[config.mk]
export PLATFORM = sky130hd
export DESIGN_NAME = mem_port_arbiter
export DESIGN_NICKNAME = d
export VERILOG_FILES = /design/src/rtl/mem_port_arbiter.sv
export SDC_FILE = /design/constraint.sdc
export NUM_CORES = 1
export LEC_CHECK = 0
export ABC_AREA = 1
export CORE_AREA = 2 2 198 200
export CTS_BUF_LIST = sky130_fd_sc_hd__clkbuf_16
export DETAILED_ROUTE_END_ITERATION = 10
export DIE_AREA = 0 0 200 202
export GPL_TIMING_DRIVEN = 0
export PLACE_DENSITY_LB_ADDON = 0.25
export SYNTH_ARGS = -nofsm -noshare
export SYNTH_HDL_FRONTEND = slang
export SYNTH_SLANG_ARGS = --single-unit
[constraint.sdc]
create_clock -name clk -period 5.2 [get_ports clk]
set_input_delay 0.78 -clock clk [delete_from_list [all_inputs] [get_ports clk]]
set_output_delay 0.78 -clock clk [all_outputs]
set_load 0.02 [all_outputs]
[src/rtl/mem_port_arbiter.sv]
// mem_port_arbiter: shares one single-ported memory between the instruction
// fetch port (I) and the load/store port (D). One transaction is in flight at a
// time: IDLE (arbitrate) -> ACCESS (one memory cycle) -> RESP (hold response).
// D has priority; after STARVE_MAX consecutive D grants with I waiting, I wins.
// Optional build macro MEM_ARB_MISALIGN_CHECK_EN turns misaligned requests
// into faulting, side-effect-free accesses.
module mem_port_arbiter #(
  parameter int STARVE_MAX = 4
) (
  input  logic        clk,
  input  logic        rst,
  input  logic        i_req_valid,
  output logic        i_req_ready,
  input  logic [63:0] i_req_addr,
  output logic        i_rsp_valid,
  input  logic        i_rsp_ready,
  output logic [31:0] i_rsp_data,
  output logic        i_rsp_exc,
  input  logic        d_req_valid,
  output logic        d_req_ready,
  input  logic [63:0] d_req_addr,
  input  logic [63:0] d_req_data,
  input  logic        d_req_wren,
  input  logic [7:0]  d_req_mask,
  output logic        d_rsp_valid,
  input  logic        d_rsp_ready,
  output logic [63:0] d_rsp_data,
  output logic        d_rsp_exc,
  output logic [63:0] mem_addr,
  output logic [63:0] mem_data,
  output logic        mem_wren,
  output logic [7:0]  mem_mask,
  input  logic [63:0] mem_resp,
  input  logic        mem_exc
);

  localparam logic [3:0] SMAX = 4'(STARVE_MAX);

  typedef enum logic [1:0] {IDLE, ACCESS, RESP} state_t;

  state_t      state;
  logic        own_d;
  logic [3:0]  starve_cnt;

  logic [63:0] req_addr_p1;
  logic [63:0] req_data_p1;
  logic        req_wren_p1;
  logic [7:0]  req_mask_p1;
  logic        req_mis_p1;

  logic [63:0] rsp_data_p2;
  logic        rsp_exc_p2;

  logic        grant_i;
  logic        grant_d;
  logic        mis_now;
  logic        in_access;
  logic        rsp_take;

  // Winner selection: D by default, I when alone or when I has waited too long
  always_comb begin
    grant_i = 1'b0;
    grant_d = 1'b0;
    if (state == IDLE) begin
      if (d_req_valid && (!i_req_valid || starve_cnt != SMAX)) begin
        grant_d = 1'b1;
      end else if (i_req_valid) begin
        grant_i = 1'b1;
      end
    end
  end

  assign i_req_ready = grant_i;
  assign d_req_ready = grant_d;

`ifdef MEM_ARB_MISALIGN_CHECK_EN
  assign mis_now = grant_d ? (d_req_addr[2:0] != 3'd0) : (i_req_addr[1:0] != 2'd0);
`else
  assign mis_now = 1'b0;
`endif

  // Stage p0 -> p1: request accepted in IDLE, latched for the ACCESS cycle
  assign in_access = (state == ACCESS);
  assign mem_addr  = in_access ? req_addr_p1 : 64'd0;
  assign mem_data  = in_access ? req_data_p1 : 64'd0;
  assign mem_mask  = (in_access && !req_mis_p1) ? req_mask_p1 : 8'd0;
  // A write is suppressed when the address faults, is misaligned, or reset hits
  assign mem_wren  = in_access & req_wren_p1 & ~mem_exc & ~req_mis_p1 & ~rst;

  // Stage p1 -> p2: memory result captured into the response registers
  assign i_rsp_valid = (state == RESP) && !own_d;
  assign d_rsp_valid = (state == RESP) && own_d;
  assign i_rsp_data  = i_rsp_valid ? rsp_data_p2[31:0] : 32'd0;
  assign i_rsp_exc   = i_rsp_valid & rsp_exc_p2;
  assign d_rsp_data  = d_rsp_valid ? rsp_data_p2 : 64'd0;
  assign d_rsp_exc   = d_rsp_valid & rsp_exc_p2;

  assign rsp_take = own_d ? d_rsp_ready : i_rsp_ready;

  // Control FSM: state, owning port and starvation counter
  always_ff @(posedge clk) begin
    if (rst) begin
      state      <= IDLE;
      own_d      <= 1'b0;
      starve_cnt <= 4'd0;
    end else begin
      case (state)
        IDLE: begin
          if (grant_d || grant_i) begin
            own_d <= grant_d;
            state <= ACCESS;
            if (grant_i || !i_req_valid) begin
              starve_cnt <= 4'd0;
            end else if (starve_cnt != SMAX) begin
              starve_cnt <= starve_cnt + 4'd1;
            end
          end
        end
        ACCESS: state <= RESP;
        RESP: begin
          if (rsp_take) begin
            state <= IDLE;
          end
        end
        default: state <= IDLE;
      endcase
    end
  end

  // Datapath registers: request latch on grant, response capture after ACCESS
  always_ff @(posedge clk) begin
    if (grant_d || grant_i) begin
      req_addr_p1 <= grant_d ? d_req_addr : i_req_addr;
      req_data_p1 <= grant_d ? d_req_data : 64'd0;
      req_wren_p1 <= grant_d & d_req_wren;
      req_mask_p1 <= grant_d ? d_req_mask : 8'd0;
      req_mis_p1  <= mis_now;
    end
    if (in_access) begin
      rsp_exc_p2 <= req_mis_p1 | mem_exc;
      if (req_mis_p1 || (own_d && req_wren_p1)) begin
        rsp_data_p2 <= 64'd0;
      end else if (!own_d) begin
        rsp_data_p2 <= {32'd0, mem_resp[31:0]};
      end else begin
        rsp_data_p2 <= mem_resp;
      end
    end
  end

endmodule

* After elaboration in Yosys (flattened, before gate mapping)
Cells that the tools add are included.
** Cells by class
- Add/subtract/negate cells :: 1
- Equality and inequality tests :: 5
- Muxes and demuxes :: 17
- Bitwise logic cells :: 9
- Reductions and logical operators :: 15
** Operator list (count)
- $mux 64 :: 4
- $mux 32 :: 1
- $mux 4 :: 2
- $mux 8 :: 1
- $and 1x1->1 :: 6
- $mux 1 :: 6
- $pmux 2 s3 :: 1
- $add 4x1->4 const B :: 1
- $logic_and 1x1->1 :: 4
- $mux 2 :: 2
- $ne 4x3->1 const B :: 1
- $reduce_and 2->1 :: 2
- $logic_or 1x1->1 :: 3
- $not 1->1 :: 3
- $reduce_and 3->1 :: 1
- $eq 2x1->1 const B :: 1
- $eq 2x2->1 const B :: 1
- $logic_not 1->1 :: 2
- $logic_not 2->1 :: 1
- $ne 2x1->1 const B :: 1
- $ne 2x2->1 const B :: 1
- $reduce_bool 2->1 :: 1
- $reduce_or 2->1 :: 1
** Word-level totals
- Bits in registers :: 209
- Input port bits :: 272
- Output and inout bits :: 239
- Logic and storage cells :: 57

* Depth between registers and ports, before layout
- Depth after elaboration :: 8
- Depth in mapped cells :: 11
- Depth with buffers taken out :: 11

* Worst setup path before layout
Ideal clock, no wire load.
- Path type :: register to output
- Start :: register state[0]
- End :: output mem_wren
- Data arrival time :: 4.348 ns
- Required time :: 4.420 ns
- Slack :: 0.072 ns
- Cell stages (with the launch flop) :: 6
- Path buffers :: 1
- Cell sequence :: dfxtp_1 -> inv_1 -> nor2_1 -> inv_1 -> buf_2 -> nor4_1
** On the way
- Word-level cells in the longest chain between the ends :: 4
** Ends and longest elaborated chain
- start: declaration :: RTL line 41 : state_t state;
- start signal: assignment :: RTL line 103 : state <= IDLE;
- start signal: assignment :: RTL line 111 : state <= ACCESS;
- start signal: assignment :: RTL line 119 : ACCESS: state <= RESP;
- $eq 2x1->1 :: RTL line 83 : assign in_access = (state == ACCESS);
- $and 1x1->1 (3 in series) :: RTL line 88 : assign mem_wren = in_access & req_wren_p1 & ~mem_exc & ~req_mis_p1 & ~rst;
- end: declaration :: RTL line 31 : output logic mem_wren,
No other way between the ends.

* Worst setup path in the final report
- Start :: register state[0]
- End :: output mem_addr[57]
** On the way
- Word-level cells in the longest chain between the ends :: 2
** Ends and longest elaborated chain
- $eq 2x1->1 :: RTL line 83
- $mux 64 :: RTL line 84 : assign mem_addr = in_access ? req_addr_p1 : 64'd0;
- end: declaration :: RTL line 29 : output logic [63:0] mem_addr,
No other way between the ends.

==> run summary <==
Vias/cell -> 3.94
Cts bufs inserted -> 25
Main area contributors after synthesis -> edfxtp_1 (59%), nor2_1 (14%), inv_1 (13%), nand2_1 (7.7%), buf_2 (1.6%)
Row Count -> 72
Synth top cells by count -> nor2_1 (384), inv_1 (354), nand2_1 (208), edfxtp_1 (202), buf_2 (32)
Mapped Cells -> 1227
Wirelength per Cell -> 14.9 um
Design Power -> 0.00492 W
Synth Net Count -> 1501
Pre-antenna DRT Iters -> 4
CTS tree -> built
Setup Skew -> 0.0158 ns
Top-Level Pins -> 511
Detailed Route WL -> 34300 um
Final hold viol count -> 0
Fraction of registers with async set/reset -> 0
Hold Crit Class -> register to register
Element type at the critical path start -> register
Routability cong. -> 0.800
CP peak stage delay -> 0.63 ns
Gr ovfl total -> 0
Fillers -> 3837
Unrepaired setup endpoints after global routing -> no
Post-CTS setup buffers -> 0
PwrDens -> 292 nW/um2
H-tree levels -> 1
Crit path required time -> 4.42 ns
Setup violations, final -> 0
Core ar. -> 38300 um2
Max IR drop VDD -> 221 uV
Area growth syn-to-layout -> 65.1%
Max-slew headroom -> 0.474
Tmin final -> 3.74 ns
Clk sinks -> 209
Via count -> 9071
Storage cell area -> 6210 um2
Root Buffer -> clkbuf_16
Syn_area_per_cell -> 8.31 um2
First-pass GRT wire length -> 50300 um
# diodes -> 0
Crit Path Class -> register to primary output
Cells along the critical path -> inv_1 -> nor2_4 -> inv_1 -> clkbuf_1 -> buf_2 -> nor2_1 -> clkdlybuf4s50_1
Outcome -> complete, no violations
Fmax -> 268 MHz
DRT iter0 DRCs -> 240
Max stage delay cell, worst path -> clkdlybuf4s50_1
Warnings, synthesis -> 0
Hold buffers post-CTS -> 0
Antenna violations before repair -> 0
Crit end category -> primary output
Final Hold Slack -> 0.514 ns
Area leader, netlist -> edfxtp_1
Final worst-path cycle share -> 0.718
Share of the synthesized area in the top cell type -> 0.595
Seq/Total Area, Yosys -> 0.608
Number of synthesized flops with an enable pin -> 202
DIE AREA -> 40400 um2
Leak -> 7.70 nW
Area of the multi-input gates -> 2360 um2
Clock Path Buffers -> 3
Crit path max fanout -> 10
Die width -> 200 um
Vias in the first global route -> 8941
DP HPWL -> 26900 um
Fin. max-slew vios -> 0
Most used DFF post-synth -> edfxtp_1
Largest net degree at the start of global routing -> 86
Die span in y -> 202 um
WP data arrival -> 2.96 ns
Worst-path clk slew -> 0.06 ns
Synthesized flop and latch total -> 209
Setup WS pre-CTS -> 1.68 ns
Most common cell in the synthesized netlist -> nor2_1
Post-CTS sizing -> 0
Buffers on Ports -> 510
Max Cap Violations -> 0
Clk_lat worst skew -> 0.55 ns
Post-DRT Antenna Nets -> 0
Yosys cell types -> 22
Share of layout cells above drive strength 1 -> 0.0493
Nets -> 2041
Final worst setup slack -> 1.46 ns
Least-Margin Pin Slew -> 0.789 ns
Gr usage total -> 0.164
DRC violations left -> 0
Netlist Area Pre-Place -> 10200 um2
Most common cell on crit path -> inv_1
Starting Density -> 0.266
-- area by class of cell --
cell class | count | share of cell area
flip-flops and latches | 209 | 0.368
well taps | 518 | 0.0385
multi-input cells | 609 | 0.140
clock buffers | 25 | 0.0371
inverters | 356 | 0.0796
repair buffers | 513 | 0.307
clock inverters | 21 | 0.0111
plain buffers | 53 | 0.0182
-- per-stage QoR --
step | TNS, ns | utilization | std cells | area [um2]
after floorplan | 0 | - | 1227 | 10200
after global placement | -445.67 | 0.417 | 2255 | 16000
after detailed placement | 0 | 0.419 | 2258 | 16000
after CTS | 0 | 0.440 | 2304 | 16800
after global routing | 0 | 0.440 | 2304 | 16800
final | 0 | 0.440 | 2304 | 16800
-- worst paths after layout --
path | startpoint | end | slack (ns) | depth (start not counted)
setup / recovery | state[0] | mem_addr[57] | 1.46 | 7
hold / removal | own_d | own_d | 0.51 | 2
setup reg to reg | state[0] | req_addr_p1[38] | 3.17 | 4
hold reg to reg | own_d | own_d | 0.51 | 2
-- registers in the layout, summed over array words and instances, names as in the netlist --
register,count
req_mask_p1,8
req_wren_p1,1
rsp_exc_p2,1
rsp_data_p2,64
req_data_p1,64
state,2
own_d,1
starve_cnt,4
req_addr_p1,64
-- critical path: cells and delay by family (launching register included) --
| kind | cells | cell delay (ns) |
|---|---|---|
| buffers and inverters | 5 | 1.90 |
| flip-flops | 1 | 0.32 |
| AND/OR/NAND/NOR | 2 | 0.16 |
-- cells in the final DEF (no fill, tap or decap) --
cell and n:
buf_4 4, buf_2 32, nor2_4 1, xor2_1 2
nor4_1 1, buf_16 1, ha_1 2, clkinv_1 9
buf_6 7, clkbuf_1 10, a21oi_1 4, nor3b_1 1
clkdlybuf4s50_1 510, nand3_1 1, nand4_1 2, o21bai_1 1
edfxtp_1 202, clkbuf_16 25, nand2_1 208, inv_2 1
clkinv_2 5, inv_6 1, dfxtp_1 7, nor2_1 383
clkinvlp_4 2, nand2_4 1, nor2_2 1, bufinv_16 3
inv_1 355, buf_12 2, inv_16 1, o211ai_2 1
-- cells by family after synthesis --
logic type / Yosys count / synth area share
buffers and inverters: 409 / 0.161
xor gates and xnor gates: 2 / 0.00172
adders and majority gates: 2 / 0.00245
DFF: 209 / 0.608
AOI/OAI and AO/OA: 6 / 0.00392
and+or+nand+nor: 599 / 0.223
-- power by group --
part           switching, W  leakage (nW)  total [W]  internal [W]
Sequential        0.0000486          2.06    0.00214       0.00209
Clock              0.000714         0.403    0.00174       0.00103
Combinational      0.000570          5.24    0.00104      0.000469
Total               0.00133          7.70    0.00492       0.00359
-- routing by layer --
layer | up-vias | GRT usage | routed length, um
li1 | 4614 | - | -
met1 | 4054 | 0.174 | 12800
met2 | 362 | 0.307 | 17300
met3 | 41 | 0.0529 | 3480
met4 | 0 | 0.0450 | 756
met5 | - | 0 | 0
No activity file was read; power rests on OpenSTA's default activity.
